$ cat src/rtl/ip_udp_hdr_tx.sv
// IPv4 + UDP header builder: captures datagram fields, runs the external checksum unit,
// and streams the 28-byte header byte-serially with a valid/ready handshake.
module ip_udp_hdr_tx #(
   parameter logic [7:0]  IP_TTL      = 8'd64,
   parameter logic [15:0] IP_ID_INIT  = 16'h0000,
   parameter logic [15:0] MAX_PAYLOAD = 16'd65507
) (
   input  logic        clk,
   input  logic        reset_n,
   input  logic        start,
   input  logic [31:0] src_ip,
   input  logic [31:0] dst_ip,
   input  logic [15:0] src_port,
   input  logic [15:0] dst_port,
   input  logic [15:0] data_len,
   output logic        cal_en,
   output logic [15:0] ip_total_len,
   output logic [15:0] ip_id,
   input  logic [15:0] checksum,
   output logic [7:0]  tx_data,
   output logic        tx_valid,
   input  logic        tx_ready,
   output logic        tx_last,
   output logic        busy,
   output logic        done,
   output logic        err
);

   localparam int unsigned IDX_W    = 5;
   localparam logic [IDX_W-1:0] LAST_IDX = IDX_W'(27);
   localparam logic [15:0] IP_HDR_LEN  = 16'd28;
   localparam logic [15:0] UDP_HDR_LEN = 16'd8;

   typedef enum logic [2:0] {S_IDLE, S_CALC, S_WAIT, S_SEND, S_DONE} state_t;

   state_t           state_q, state_d;
   logic [IDX_W-1:0] idx_q, idx_d;
   logic [31:0]      src_ip_q, dst_ip_q;
   logic [15:0]      src_port_q, dst_port_q, udp_len_q, csum_q;
   logic [7:0]       hdr_byte;
   logic             accept, reject, hs;
   logic             cal_en_d, tx_valid_d, tx_last_d, busy_d, done_d, err_d;
   logic [7:0]       tx_data_d;

   assign accept = start && (state_q == S_IDLE) && (data_len <= MAX_PAYLOAD);
   assign reject = start && (state_q == S_IDLE) && (data_len >  MAX_PAYLOAD);
   assign hs     = tx_valid && tx_ready;

   always_ff @(posedge clk or negedge reset_n) begin
      if (!reset_n) state_q <= S_IDLE;
      else          state_q <= state_d;
   end

   always_comb begin
      state_d = state_q;
      idx_d   = idx_q;
      case (state_q)
         S_IDLE: if (accept) state_d = S_CALC;
         S_CALC: state_d = S_WAIT;
         S_WAIT: state_d = S_SEND;
         S_SEND: begin
            if (hs) begin
               if (idx_q == LAST_IDX) state_d = S_DONE;
               else                   idx_d   = idx_q + IDX_W'(1);
            end
         end
         S_DONE: begin
            state_d = S_IDLE;
            idx_d   = '0;
         end
         default: begin
            state_d = S_IDLE;
            idx_d   = '0;
         end
      endcase
   end

   // Header byte for the index that will be presented next cycle; fields are big-endian.
   always_comb begin
      hdr_byte = 8'h00;
      case (idx_d)
         5'd0:  hdr_byte = 8'h45;
         5'd1:  hdr_byte = 8'h00;
         5'd2:  hdr_byte = ip_total_len[15:8];
         5'd3:  hdr_byte = ip_total_len[7:0];
         5'd4:  hdr_byte = ip_id[15:8];
         5'd5:  hdr_byte = ip_id[7:0];
         5'd6:  hdr_byte = 8'h40;
         5'd7:  hdr_byte = 8'h00;
         5'd8:  hdr_byte = IP_TTL;
         5'd9:  hdr_byte = 8'h11;
         5'd10: hdr_byte = csum_q[15:8];
         5'd11: hdr_byte = csum_q[7:0];
         5'd12: hdr_byte = src_ip_q[31:24];
         5'd13: hdr_byte = src_ip_q[23:16];
         5'd14: hdr_byte = src_ip_q[15:8];
         5'd15: hdr_byte = src_ip_q[7:0];
         5'd16: hdr_byte = dst_ip_q[31:24];
         5'd17: hdr_byte = dst_ip_q[23:16];
         5'd18: hdr_byte = dst_ip_q[15:8];
         5'd19: hdr_byte = dst_ip_q[7:0];
         5'd20: hdr_byte = src_port_q[15:8];
         5'd21: hdr_byte = src_port_q[7:0];
         5'd22: hdr_byte = dst_port_q[15:8];
         5'd23: hdr_byte = dst_port_q[7:0];
         5'd24: hdr_byte = udp_len_q[15:8];
         5'd25: hdr_byte = udp_len_q[7:0];
         default: hdr_byte = 8'h00;
      endcase
   end

   // Output values are decoded from the next state so the registered outputs line up with it.
   always_comb begin
      cal_en_d   = 1'b0;
      tx_valid_d = 1'b0;
      tx_last_d  = 1'b0;
      tx_data_d  = 8'h00;
      busy_d     = (state_d != S_IDLE);
      done_d     = (state_d == S_DONE);
      err_d      = reject;
      case (state_d)
         S_CALC: cal_en_d = 1'b1;
         S_SEND: begin
            tx_valid_d = 1'b1;
            tx_data_d  = hdr_byte;
            tx_last_d  = (idx_d == LAST_IDX);
         end
         default: ;
      endcase
   end

   always_ff @(posedge clk or negedge reset_n) begin
      if (!reset_n) begin
         idx_q        <= '0;
         src_ip_q     <= '0;
         dst_ip_q     <= '0;
         src_port_q   <= '0;
         dst_port_q   <= '0;
         udp_len_q    <= '0;
         csum_q       <= '0;
         ip_total_len <= '0;
         ip_id        <= IP_ID_INIT;
         cal_en       <= 1'b0;
         tx_valid     <= 1'b0;
         tx_last      <= 1'b0;
         tx_data      <= 8'h00;
         busy         <= 1'b0;
         done         <= 1'b0;
         err          <= 1'b0;
      end else begin
         if (accept) begin
            src_ip_q     <= src_ip;
            dst_ip_q     <= dst_ip;
            src_port_q   <= src_port;
            dst_port_q   <= dst_port;
            ip_total_len <= data_len + IP_HDR_LEN;
            udp_len_q    <= data_len + UDP_HDR_LEN;
         end
         if (state_q == S_WAIT) csum_q <= checksum;
         if (state_q == S_DONE) ip_id  <= ip_id + 16'd1;
         idx_q    <= idx_d;
         cal_en   <= cal_en_d;
         tx_valid <= tx_valid_d;
         tx_last  <= tx_last_d;
         tx_data  <= tx_data_d;
         busy     <= busy_d;
         done     <= done_d;
         err      <= err_d;
      end
   end

endmodule

$ cat config.mk
export PLATFORM = sky130hd
export DESIGN_NAME = ip_udp_hdr_tx
export DESIGN_NICKNAME = d
export VERILOG_FILES = /design/src/rtl/ip_udp_hdr_tx.sv
export SDC_FILE = /design/constraint.sdc
export NUM_CORES = 1
export LEC_CHECK = 0
export BUFFER_PORTS_ARGS = -buffer_cell sky130_fd_sc_hd__buf_2
export CORE_AREA = 4 4 140 142
export CTS_CLUSTER_DIAMETER = 40
export DETAILED_ROUTE_END_ITERATION = 16
export DIE_AREA = 0 0 144 146
export PLACE_DENSITY = 0.82
export RECOVER_POWER = 100
export SYNTH_ARGS = -nofsm -noshare
export SYNTH_HDL_FRONTEND = slang
export SYNTH_SLANG_ARGS = --single-unit
$ cat constraint.sdc
create_clock -name clk -period 2.53 [get_ports clk]
set_clock_uncertainty 0.05 [all_clocks]
set_input_delay 0.506 -clock clk [delete_from_list [all_inputs] [get_ports clk]]
set_output_delay 0.506 -clock clk [all_outputs]
set_load 0.01 [all_outputs]
==> results by group <==
Logic synthesis
  – Post-Synthesis Cells: approximately 1000
  – Synth Area in Compound Gates: 12.7%
  – Area contributors post-synth: dfrtp_1 49%, nand2_1 16%, xnor2_1 3.0%
  – Register area share after synthesis: 49.5%
  – Netlist cell types: 80
  – Post-Syn Area: 9110 um^2
  – Syn_nets: 1140
  – Post-synth top area share: 49.5%
  – Top cell type by total area after synthesis: dfrtp_1
  – Post-synth EDFFs: 0
  – Ys Warns: 0
  – Average size of a mapped cell: 9.10 um^2
  – Post-synth ARST share: 100%
  – Portion of netlist area occupied by mux cells: between 3 and 4%
  – Area share of fa/ha/maj cells after synthesis: 0.962%
  – Number of synthesized register bits: between 150 and 200
  – Xor/xnor share of the synthesized area: 3.75%
  – Largest family of logic cells by synthesized area: simple AND/OR/NAND/NOR gates
  – Simple-gate share of the synthesized area: 26.0%
  – Post-synth top flop: dfrtp_1

Drt
  – TritonRoute pass-1 iters: 6
  – DR WL/cell: 21.7 um
  – DR DRC count: 0
  – Drt via density: approximately 5.7
  – Via count: 8956
  – Routed Antenna Nets: 0
  – Final wirelength: 33800 um
  – Initial DRC count: approximately 1100

Critical path
  – Worst setup EP type: flop
  – Worst Setup Path Type: reg -> reg
  – CP required: approximately 2.8 ns
  – Startpoint Class: flop
  – Crit Path Max Fanout: 6
  – CP arrival: 2.97 ns

Timing
  – Slew margin rel.: -7.05%
  – Worst setup margin: -0.179 ns
  – F_max: 369 MHz
  – Final Critical Period: 2.71 ns
  – Worst slew pin tran: ~1.6 ns
  – Max Slew Vio Count: 63
  – WHS: 0.200 ns
  – RSZ-0062 raised after global routing: true
  – Final Hold Viols: 0
  – Setup violations, final: 7
  – Final period util: 107%

Run
  – Max-cap violations: 1

Floorplan
  – FP Rows: 50
  – Initial Util: 49.3%
  – CORE AREA: approximately 18000 um^2
  – Die X-Extent: 144 um
  – Ports: around 180
  – Die ar.: 21000 um^2
  – Die Y: 146 um

Power
  – Total power: ~0.011 W
  – Leak: ~6.3 nW
  – Cell Pwr Density: around 850 nW/um^2
  – Worst vdd ir: 0.000521 V

Placement
  – Placer Congestion: 1.01
  – Dpl hpwl: 25600 um
  – IO buf count: 177
  – Placement Setup Slack: -0.396 ns

Clock tree
  – CTS Buffer Depth: 2
  – Num CTS Buffers: 17
  – H-tree levels: 4
  – Worst-path clk slew: 0.08 ns
  – Clock sink count: 180
  – CTS tree: built
  – Worst-Skew Late Latency: 0.44 ns
  – Root Driver: clkbuf_16

Status
  – Failing checks: max-capacitance violations, max-slew violations, negative setup slack
  – Status: complete, but fails checks

Global route
  – First-pass GRT wire length: a little over 50000 um
  – GRT Util Overall: a little under a third
  – GRT overflow: 0
  – Antenna violations before repair: 0
  – Vias in the first global route: between 8000 and 9000
  – Pin count of the biggest net entering global routing: 96

Final layout
  – Fraction of layout cells with a size suffix above 1: 37.2%
  – Most common cell after layout, fill and taps aside: nand2_1
  – Synth-to-layout area growth: 36.1%
  – Final net count: 1452
  – Area of the multi-input gates: between 4000 and 5000 um^2
  – Layout filler cell count: 1467
  – Antenna Diode Count: 0
  – Most frequent cells in the layout: 385 x nand2_1, 176 x buf_2, 175 x dfrtp_1
  – Reg area: 4510 um^2

Worst hold path
  – HP Class: in -> reg
## path summary, 6_finish.rpt
kind | startpoint | to | slack [ns] | cells past startpoint
worst min register to register | dst_port_q[10]$_DFFE_PN0P_ | dst_port_q[10]$_DFFE_PN0P_ | 0.42 | 2
max in group asynchronous | reset_n | src_ip_q[0]$_DFFE_PN0P_ | 0.37 | 2
worst max register to register | tx_valid$_DFF_PN0_ | tx_data[4]$_DFF_PN0_ | -0.18 | 12
worst min-delay path | src_port[3] | src_port_q[3]$_DFFE_PN0P_ | 0.20 | 3
worst max-delay path | tx_valid$_DFF_PN0_ | tx_data[4]$_DFF_PN0_ | -0.18 | 12
min in group asynchronous | reset_n | src_ip_q[29]$_DFFE_PN0P_ | 0.40 | 1
## cell type report
| class | count | area share, % |
|---|---|---|
| Sequential cell | 180 | 36.4 |
| Inverter | 17 | 0.596 |
| Tap cell | 234 | 2.36 |
| Clock inverter | 15 | 1.32 |
| Multi-Input combinational cell | 752 | 37.4 |
| Timing Repair Buffer | 345 | 18.5 |
| Clock buffer | 17 | 3.43 |
## metal layers
layer / vias up / track usage [%] / share of wire, %
li1: 4066 / - / -
met1: 4327 / 44.4 / 41
met2: 468 / 49.0 / 47
met3: 95 / 6.05 / 8.1
met4: 0 / 11.8 / 3.8
met5: - / 0 / 0
## state kept, by name (all words and copies together) (netlist names)
| register | flops |
|---|---|
| tx_last | 1 |
| ip_id | 16 |
| dst_ip_q | 32 |
| idx_q | 5 |
| done | 1 |
| src_ip_q | 32 |
| dst_port_q | 16 |
| state_q | 3 |
| tx_valid | 1 |
| cal_en | 1 |
| tx_data | 8 |
| err | 1 |
| udp_len_q | 14 |
| csum_q | 16 |
| src_port_q | 16 |
| ip_total_len | 16 |
| busy | 1 |
## report_power, final
part / switching (W) / total, W / internal, W
logic: 0.00242 / 0.00452 / 0.00209
clock network: 0.00129 / 0.00270 / 0.00141
registers: 0.000209 / 0.00330 / 0.00309
total: 0.00392 / 0.0105 / 0.00659
## cells in the mapped netlist, types with 4 or more instances
cell / instances
and2_1: 4
a22o_1: 5
xnor2_1: 31
nand2_1: 388
inv_1: 13
nor2_1: 38
and4_1: 4
nor3_1: 7
o21ai_0: 38
buf_6: 6
mux2_2: 20
nor3_2: 6
a221oi_1: 5
buf_4: 7
a22oi_1: 19
clkbuf_1: 30
nand4b_1: 4
nand3_1: 19
or3_1: 4
a32o_1: 5
ha_1: 7
nand4_1: 11
nor4_2: 4
dfrtp_1: 180
xor2_1: 8
a222oi_1: 7
o21ai_1: 5
a31oi_1: 8
a21oi_1: 10
mux2i_1: 6
a32oi_1: 12
buf_2: 8
and3_1: 16
nor2b_1: 4
## critical path, cell delays in order, from the launching register on
cell	delay [ns]
dfrtp_2	0.46
and4_4	0.20
buf_12	0.14
buf_4	0.13
nand3_1	0.06
a21boi_4	0.25
buf_6	0.15
buf_4	0.12
mux2_2	0.34
a22oi_1	0.16
and3_4	0.23
and3_4	0.21
a31oi_4	0.07
## cells by family after synthesis
logic type	Yosys count
simple gates	530
flops	180
compound gates	149
buf+inv	69
xor+xnor	39
mux	27
fa+ha+maj	7
## repair_timing
item	CTS	global route
buffers inserted	18	8
pin swaps	19	15
endpoints found under the setup margin	8	8
gates resized for setup	41	52
hold buffers	0	0
endpoints found under the hold margin	0	0
## metrics by stage
stage          utilization, %  cells  TNS [ns]  area [um^2]
3_3_place_gp             60.9   1504     -2.02        11200
6_report                 67.2   1560    -0.506        12400
4_1_cts                  65.7   1552    -0.298        12100
3_5_place_dp             60.9   1504     -2.17        11200
2_1_floorplan               -   1001         0         9150
5_1_grt                  67.2   1560     -1.15        12400
No activity file was read; power rests on OpenSTA's default activity.
